===== src/rtl/audio_out_fifo_if.sv =====
// Stereo sample handshake bundle: producer push side plus CODEC write side.
// The slave modport is the FIFO's view; master is the surrounding environment.
interface audio_out_fifo_if #(
    parameter int DATA_W = 24
);
    logic              in_valid;
    logic              in_ready;
    logic [DATA_W-1:0] in_left;
    logic [DATA_W-1:0] in_right;
    logic              write_ready;
    logic              write;
    logic [DATA_W-1:0] writedata_left;
    logic [DATA_W-1:0] writedata_right;

    modport slave (
        input  in_valid, in_left, in_right, write_ready,
        output in_ready, write, writedata_left, writedata_right
    );

    modport master (
        output in_valid, in_left, in_right, write_ready,
        input  in_ready, write, writedata_left, writedata_right
    );
endinterface


===== src/rtl/audio_out_fifo.sv =====
// audio_out_fifo: stereo elastic buffer between the DSP stage and the CODEC
// write port. Drains only once PREFILL pairs are queued (PRIME -> RUN) and
// falls back to PRIME on an underrun, feeding a fill value meanwhile.
// Optional macro AUD_OUT_HOLD_LAST_EN: fill value is the last popped pair
// instead of silence, so the DAC holds its level rather than clicking to 0.
module audio_out_fifo #(
    parameter int DATA_W  = 24,
    parameter int DEPTH   = 16,
    parameter int PREFILL = 8
) (
    input  logic                     CLOCK_50,
    input  logic                     reset,
    audio_out_fifo_if.slave          bus,
    output logic [$clog2(DEPTH):0]   level,
    output logic                     running,
    output logic [15:0]              underrun_count
);
    localparam int AW = $clog2(DEPTH);
    localparam int LW = AW + 1;

    generate
        if (DEPTH < 2 || (DEPTH & (DEPTH - 1)) != 0 || PREFILL < 1 || PREFILL > DEPTH) begin : g_param_err
            $error("audio_out_fifo: DEPTH must be a power of two >= 2 and PREFILL in 1..DEPTH");
        end
    endgenerate

    typedef enum logic {PRIME = 1'b0, RUN = 1'b1} state_t;

    state_t            state_q, state_d;
    logic              running_q, running_d;
    logic [AW-1:0]     wr_ptr_q, wr_ptr_d;
    logic [AW-1:0]     rd_ptr_q, rd_ptr_d;
    logic [LW-1:0]     level_q, level_d;
    logic [15:0]       underrun_count_q, underrun_count_d;

    logic [DATA_W-1:0] mem_l [DEPTH];
    logic [DATA_W-1:0] mem_r [DEPTH];

    logic              full, empty, push, pop, underrun;
    logic [DATA_W-1:0] head_l, head_r, fill_l, fill_r;

    // Handshake qualifiers; full blocks a push even when a pop shares the cycle.
    assign full         = (level_q == LW'(DEPTH));
    assign empty        = (level_q == '0);
    assign bus.in_ready = ~full & ~reset;
    assign bus.write    = bus.write_ready & ~reset;
    assign push         = bus.in_valid & bus.in_ready;
    assign pop          = (state_q == RUN) & bus.write & ~empty;
    assign underrun     = (state_q == RUN) & bus.write & empty;

    assign head_l = mem_l[rd_ptr_q];
    assign head_r = mem_r[rd_ptr_q];

`ifdef AUD_OUT_HOLD_LAST_EN
    logic [DATA_W-1:0] fill_l_q, fill_l_d, fill_r_q, fill_r_d;

    // Remember the pair most recently handed to the CODEC.
    always_comb begin
        fill_l_d = fill_l_q;
        fill_r_d = fill_r_q;
        if (pop) begin
            fill_l_d = head_l;
            fill_r_d = head_r;
        end
    end

    // Hold-last capture registers.
    always_ff @(posedge CLOCK_50 or posedge reset) begin
        if (reset) begin
            fill_l_q <= '0;
            fill_r_q <= '0;
        end else begin
            fill_l_q <= fill_l_d;
            fill_r_q <= fill_r_d;
        end
    end

    assign fill_l = fill_l_q;
    assign fill_r = fill_r_q;
`else
    assign fill_l = '0;
    assign fill_r = '0;
`endif

    // Head of queue only while draining with data; otherwise the fill value.
    assign bus.writedata_left  = (state_q == RUN && !empty) ? head_l : fill_l;
    assign bus.writedata_right = (state_q == RUN && !empty) ? head_r : fill_r;

    // Next-state: priming/run control, pointers, occupancy, underrun stats.
    always_comb begin
        state_d          = state_q;
        wr_ptr_d         = wr_ptr_q;
        rd_ptr_d         = rd_ptr_q;
        level_d          = level_q;
        underrun_count_d = underrun_count_q;

        case (state_q)
            PRIME:   if (level_q >= LW'(PREFILL)) state_d = RUN;
            RUN:     if (underrun) state_d = PRIME;
            default: state_d = PRIME;
        endcase

        if (push) wr_ptr_d = wr_ptr_q + AW'(1);
        if (pop)  rd_ptr_d = rd_ptr_q + AW'(1);

        case ({push, pop})
            2'b10:   level_d = level_q + LW'(1);
            2'b01:   level_d = level_q - LW'(1);
            default: level_d = level_q;
        endcase

        if (underrun && underrun_count_q != 16'hFFFF)
            underrun_count_d = underrun_count_q + 16'd1;

        running_d = (state_d == RUN);
    end

    // Control state registers.
    always_ff @(posedge CLOCK_50 or posedge reset) begin
        if (reset) begin
            state_q          <= PRIME;
            running_q        <= 1'b0;
            wr_ptr_q         <= '0;
            rd_ptr_q         <= '0;
            level_q          <= '0;
            underrun_count_q <= '0;
        end else begin
            state_q          <= state_d;
            running_q        <= running_d;
            wr_ptr_q         <= wr_ptr_d;
            rd_ptr_q         <= rd_ptr_d;
            level_q          <= level_d;
            underrun_count_q <= underrun_count_d;
        end
    end

    // Sample storage; contents survive reset, only the pointers are cleared.
    always_ff @(posedge CLOCK_50) begin
        if (push) begin
            mem_l[wr_ptr_q] <= bus.in_left;
            mem_r[wr_ptr_q] <= bus.in_right;
        end
    end

    assign level          = level_q;
    assign running        = running_q;
    assign underrun_count = underrun_count_q;
endmodule


===== src/flat_wrapper.sv =====
// flat-port wrapper written by rule: the top's interface ports become plain ports
module audio_out_fifo_flat 
#(
    parameter int DATA_W  = 24,
    parameter int DEPTH   = 16,
    parameter int PREFILL = 8
)
  (CLOCK_50, reset, level, running, underrun_count, bus_in_valid, bus_in_left, bus_in_right, bus_write_ready, bus_in_ready, bus_write, bus_writedata_left, bus_writedata_right);
  audio_out_fifo_if #(.DATA_W(DATA_W)) bus_i ();
  input  logic CLOCK_50;
  input  logic reset;
  output logic [$clog2(DEPTH):0] level;
  output logic running;
  output logic [15:0] underrun_count;
  input wire logic [$bits(bus_i.in_valid)-1:0] bus_in_valid;
  input wire logic [$bits(bus_i.in_left)-1:0] bus_in_left;
  input wire logic [$bits(bus_i.in_right)-1:0] bus_in_right;
  input wire logic [$bits(bus_i.write_ready)-1:0] bus_write_ready;
  output wire logic [$bits(bus_i.in_ready)-1:0] bus_in_ready;
  output wire logic [$bits(bus_i.write)-1:0] bus_write;
  output wire logic [$bits(bus_i.writedata_left)-1:0] bus_writedata_left;
  output wire logic [$bits(bus_i.writedata_right)-1:0] bus_writedata_right;
  assign bus_i.in_valid = bus_in_valid;
  assign bus_i.in_left = bus_in_left;
  assign bus_i.in_right = bus_in_right;
  assign bus_i.write_ready = bus_write_ready;
  assign bus_in_ready = bus_i.in_ready;
  assign bus_write = bus_i.write;
  assign bus_writedata_left = bus_i.writedata_left;
  assign bus_writedata_right = bus_i.writedata_right;
  audio_out_fifo #(.DATA_W(DATA_W), .DEPTH(DEPTH), .PREFILL(PREFILL)) u_core (.CLOCK_50(CLOCK_50), .reset(reset), .bus(bus_i), .level(level), .running(running), .underrun_count(underrun_count));
endmodule

===== config.mk =====
export PLATFORM = sky130hd
export DESIGN_NAME = audio_out_fifo_flat
export DESIGN_NICKNAME = d
export VERILOG_FILES = /design/src/rtl/audio_out_fifo_if.sv /design/src/rtl/audio_out_fifo.sv /design/src/flat_wrapper.sv
export SDC_FILE = /design/constraint.sdc
export NUM_CORES = 1
export LEC_CHECK = 0
export CELL_PAD_IN_SITES_DETAIL_PLACEMENT = 1
export CELL_PAD_IN_SITES_GLOBAL_PLACEMENT = 1
export CORE_AREA = 10 10 242 290
export DETAILED_ROUTE_END_ITERATION = 7
export DIE_AREA = 0 0 252 300
export PLACE_DENSITY_LB_ADDON = 0.1
export SETUP_SLACK_MARGIN = 0.1
export SLEW_MARGIN = 40
export SYNTH_ARGS = -nofsm -noshare
export SYNTH_HDL_FRONTEND = slang
export SYNTH_SLANG_ARGS = --single-unit
export TNS_END_PERCENT = 10

===== constraint.sdc =====
create_clock -name CLOCK_50 -period 4.65 [get_ports CLOCK_50]
set_input_delay 1.395 -clock CLOCK_50 [delete_from_list [all_inputs] [get_ports CLOCK_50]]
set_output_delay 1.395 -clock CLOCK_50 [all_outputs]
set_load 0.02 [all_outputs]

==> results of run 1 <==
## layer usage
layer  wire length [µm]  GRT usage (%)
met2              38300           33.6
met1              30500           25.1
met3               3210           3.09
met4               1290           5.53
met5                 51              0
## path summary, 6_finish.rpt
path | end | slack (ns) | cells past startpoint
max | bus_writedata_left[19] | 0.11 | 7
min | u_core.underrun_count[6] | 0.51 | 1
max reg2reg | u_core.level[4] | 1.35 | 10
min reg2reg | u_core.underrun_count[6] | 0.51 | 1
max in group asynchronous | u_core.underrun_count[11] | 2.87 | 3
min in group asynchronous | u_core.rd_ptr_q[2] | 1.21 | 2
## what timing repair did
item,CTS,global route
setup endpoints to repair,45,33
buffers inserted,5,2
hold buffers,0,0
gates cloned,0,3
resized for setup,19,37
## cell type report
| class | instances | area (µm²) | area share, % |
|---|---|---|---|
| clock inverters | 45 | 400 | 1.09 |
| diodes | 1 | 2.50 | 0.00681 |
| multi-input cells | 527 | 6980 | 19.0 |
| inverters | 8 | 30.0 | 0.0817 |
| clock buffers | 95 | 2110 | 5.75 |
| flip-flops and latches | 798 | 23800 | 64.9 |
| well taps | 832 | 1040 | 2.83 |
| repair buffers | 210 | 2340 | 6.37 |
## Yosys cell counts (7+ instances only)
cell type,number,share of area [%]
mux2i_1,48,1.5
buf_4,17,0.41
nor2b_1,50,1.0
ha_1,10,0.40
mux4_2,192,14
xnor2_1,13,0.37
edfxtp_1,768,74
nand3_1,7,0.11
inv_1,8,0.096
a211oi_1,94,2.3
xor2_1,8,0.22
dfrtp_1,30,2.4
buf_2,33,0.53
nand2_1,15,0.18
and3_1,18,0.36
clkbuf_1,29,0.35
## cell families (layout without fill, tap and decap cells)
group,after synthesis,after routing
muxes,247,247
other,0,1
buffers and inverters,93,358
adders and majority gates,10,10
xor gates and xnor gates,21,21
AOI/OAI and AO/OA,120,120
and+or+nand+nor,129,129
DFF,798,798
## worst max-delay path, delay by kind of cell (launching register included)
| kind | cells | cell delay, ns |
|---|---|---|
| multiplexers | 1 | 0.33 |
| buffers and inverters | 3 | 1.00 |
| flip-flops | 1 | 0.52 |
| AND/OR/NAND/NOR | 1 | 0.14 |
| AO/OA/AOI/OAI | 2 | 0.52 |
## registers in the layout, indices dropped and copies added, names as in the netlist
| name | flops |
|---|---|
| u_core.level | 5 |
| u_core.mem_l | 384 |
| u_core.mem_r | 384 |
| u_core.rd_ptr_q | 4 |
| u_core.state_q | 1 |
| u_core.underrun_count | 16 |
| u_core.wr_ptr_q | 4 |
## report_power, final
group          leakage, nW  internal, mW  switching (mW)
clock network         1.22          3.61            2.62
logic                 3.48          3.41            3.64
registers             7.29          8.31           0.350
## through the flow
| stage | TNS, ns | hold slack, ns |
|---|---|---|
| floorplan | 0 | 0.528 |
| global placement | 0 | 0.501 |
| detailed placement | 0 | 0.506 |
| CTS | -0.159 | 0.518 |
| global route | -0.0468 | 0.547 |
| finish | 0 | 0.507 |
==> qor.csv, run 1 <==
metric;value;unit
status;finished clean;
first_pass_iters;5;
clk_latency;0.62;ns
worst_slew_pin_slew;0.803;ns
gp_congestion;0.746;
start_util;48.5;%
async_reset_ff_share;3.76;%
synth-warning-count;0;
syn_inst;1418;
netlist_area;31200;µm²
clk_pin_slew_worst_paths;0.06;ns
cpPeakStageDelay;0.57;ns
period_share;97.7;%
place_ws;0.251;ns
hp-class;register to register;
port_buffers;123;
power.total;21.9;mW
first_iter_violations;1079;
grt_antenna_before_repair;5;
synth_compound_area_share;2.89;%
fmax;220;MHz
crit_type;register to primary output;
ys_seq_area_share;76.3;%
die_h;300;µm
cp-end-kind;primary output;
dp_hpwl;41100;µm
setup_viol;0;
ios;124;
crit_slowest_cell;clkdlybuf4s50_1;
final_cell_mix;edfxtp_1, mux4_2, clkdlybuf4s50_1;
ys_ff_latch;798;
synth_mux_area_share;15.7;%
cap_violations;0;
cts_made_buffers;79;
first_global_vias;16422;
htreeDepth;3;
maxSlewViolCount;0;
layout_commonest_cell;edfxtp_1;
clock_sinks;798;
worstPathArrival;3.15;ns
r2r_start;u_core.level[1];
totalWireLength;73300;µm
fin_worst_skew;0.0208;ns
slew_headroom;46.4;%
cts-root-buf;clkbuf_16;
period_minus_slack;4.54;ns
final_layout_size_suffix_gt1_share;25.8;%
fin_util;57.1;%
synth_fa_ha_area_share;0.401;%
startpoint;u_core.rd_ptr_q[1];
syn2layout_area_growth;17.8;%
grt-ovfl-total;0;
routedWlPerCell;29.1;µm
hp-start;u_core.underrun_count[6];
synthSimpleGateAreaFrac;2.53;%
track_usage;19.4;%
fillCellCount;5434;
cts_tree;built;
postRouteAntennaNets;0;
synth_xor_area_share;0.590;%
crit_fanout;28;
core_area;64300;µm²
power_leakage;12.0;nW
dieWidth;252;µm
cp-start-kind;register;
setup_ws;0.107;ns
hold_viol_final;0;
viasPerCell;5.96;
place_inst;2365;
powerDensity;597;nW/µm²
num_vias;14991;
yosys_most_used_dff;edfxtp_1;
synth_cell_types;52;
synth_top_family_by_area;multiplexers;
grt_pass1_wl;109000;µm
syn-num-nets;1480;
route.detailed.drc;0;
rsz0062_at_grt;true;
place_area;33900;µm²
crit_chain;buf_4 > buf_12 > mux4_2 > nor2b_1 > a211oi_1 > a211oi_2 > clkdlybuf4s50_1;
required;3.25;ns
max-clock-path-buffers;3;
placementRows;102;
grt_start_max_net_pins;48;
ir_drop;392;µV
fin_cells;2516;
syn-mean-instance-area;22.0;µm²
stdcell_area;36700;µm²
finalNetCount;1686;
synth_edf_count;768;
die-area;75600;µm²
(Power assumes the default switching activity.)
==> run 2: changes to the inputs <==
--- a/config.mk
+++ b/config.mk
@@ -10,8 +10,9 @@
 export CORE_AREA = 10 10 242 290
 export DETAILED_ROUTE_END_ITERATION = 7
 export DIE_AREA = 0 0 252 300
-export PLACE_DENSITY_LB_ADDON = 0.1
+export PLACE_DENSITY_LB_ADDON = 0.25
 export SETUP_SLACK_MARGIN = 0.1
+export SKIP_CTS_REPAIR_TIMING = 1
 export SLEW_MARGIN = 40
 export SYNTH_ARGS = -nofsm -noshare
 export SYNTH_HDL_FRONTEND = slang
==> qor.csv, run 2 (synthesis results as in run 1) <==
metric;value;unit
r2r_end;u_core.level[4];
r2r_cells;10;
cp.depth;6;
hold_viol_final;0;
cts-root-buf;clkbuf_16;
violations;negative setup slack;
core_area;64300;µm²
clk_latency;0.63;ns
first_pass_iters;5;
cp-start-kind;register;
ios;124;
crit_type;register to primary output;
layout_commonest_cell;edfxtp_1;
r2r_start;u_core.level[0];
clock_sinks;798;
start_util;48.5;%
grt_antenna_before_repair;4;
ir_drop;325;µV
cts_tree;built;
crit_chain;buf_12 > mux4_2 > nor2b_1 > a211oi_1 > a211oi_1 > clkdlybuf4s50_1;
routedWlPerCell;29.2;µm
clk_pin_slew_worst_paths;0.07;ns
fin_worst_skew;0.0211;ns
cts_made_buffers;79;
placementRows;102;
period_minus_slack;4.71;ns
crit_path_end;bus_writedata_right[14];
htreeDepth;3;
dp_hpwl;40300;µm
track_usage;19.5;%
fin_hold_ws;0.511;ns
first_global_vias;16504;
grt_start_max_net_pins;98;
grt_pass1_wl;109000;µm
crit_fanout;23;
startpoint;u_core.rd_ptr_q[0];
worstPathArrival;3.32;ns
path_buf_inv;2;
dieWidth;252;µm
worst_slew_pin_slew;0.638;ns
max-clock-path-buffers;3;
status;complete, but fails checks;
grt-ovfl-total;0;
final_cell_mix;edfxtp_1, mux4_2, clkdlybuf4s50_1;
finalNetCount;1676;
fin_util;56.8;%
hp-class;register to register;
num_vias;15127;
stdcell_area;36600;µm²
ff2ff_setup_slack;1.30;ns
port_buffers;123;
power.total;21.8;mW
crit_top_cell;a211oi_1;
route.detailed.drc;0;
slew_headroom;57.2;%
fmax;212;MHz
setup_viol;6;
rsz0062_at_grt;true;
powerDensity;597;nW/µm²
crit_slowest_cell;clkdlybuf4s50_1;
viasPerCell;6.03;
syn2layout_area_growth;17.2;%
maxSlewViolCount;0;
gp_congestion;0.756;
power_leakage;11.8;nW
die-area;75600;µm²
cpPeakStageDelay;0.73;ns
fillCellCount;5477;
required;3.25;ns
final_layout_size_suffix_gt1_share;24.8;%
postRouteAntennaNets;0;
place_area;33900;µm²
die_h;300;µm
first_iter_violations;1283;
tns;-0.189;ns
critPathTopFamily;buffers and inverters;
cap_violations;0;
period_share;101;%
cp-end-kind;primary output;
totalWireLength;73200;µm
setup_ws;-0.0631;ns
[run 2: cell types whose count changed in the layout (fill, tap and decap cells not counted), sizes merged]
cell / change
dlygate4sd2: -14
clkinvlp: -2
inv: +3
diode: +1
dlymetal6s2s: -9
buf: -9
clkdlybuf4s50: +24
bufinv: -1
[run 2: area by class of cell]
cell class / instances / area (µm²) / area share [%]
clock buffers: 97 / 2090 / 5.71
well taps: 832 / 1040 / 2.85
diodes: 2 / 5.00 / 0.0137
clock inverters: 45 / 413 / 1.13
flip-flops and latches: 798 / 23800 / 65.2
repair buffers: 200 / 2200 / 6.03
inverters: 8 / 30.0 / 0.0821
multi-input cells: 527 / 6960 / 19.0
[run 2: how the worst min path moves through the flow]
stage | end | cells past startpoint | startpoint
floorplan | u_core.wr_ptr_q[3] | 1 | u_core.wr_ptr_q[3]
global placement | u_core.underrun_count[6] | 1 | u_core.underrun_count[6]
detailed placement | u_core.underrun_count[6] | 1 | u_core.underrun_count[6]
CTS | u_core.underrun_count[6] | 1 | u_core.underrun_count[6]
global route | u_core.underrun_count[6] | 1 | u_core.underrun_count[6]
finish | u_core.underrun_count[6] | 1 | u_core.underrun_count[6]
[run 2: power breakdown]
group / switching, mW / internal (mW) / total [mW]
clock network: 2.68 / 3.55 / 6.22
registers: 0.263 / 8.31 / 8.58
logic: 3.66 / 3.37 / 7.03
[run 2: routing by layer]
metal / wire, µm / GRT usage (%)
met1: 30200 / 25.4
met2: 37900 / 33.7
met3: 3630 / 2.87
met4: 1520 / 5.86
met5: 27 / 0
[run 2: through the flow]
step | std cells | setup slack [ns]
CTS | 2501 | -0.223
floorplan | 1418 | 0.237
global route | 2509 | -0.137
detailed placement | 2359 | 0.218
finish | 2509 | -0.0631
global placement | 2359 | 0.316
[run 2: worst register-to-register path, delay by kind of cell, from the launching register on]
kind            cells  cell delay (ns)
simple gates        4             1.04
buf+inv             1             0.18
fa+ha+maj           2             0.82
compound gates      3             0.69
flops               1             0.49
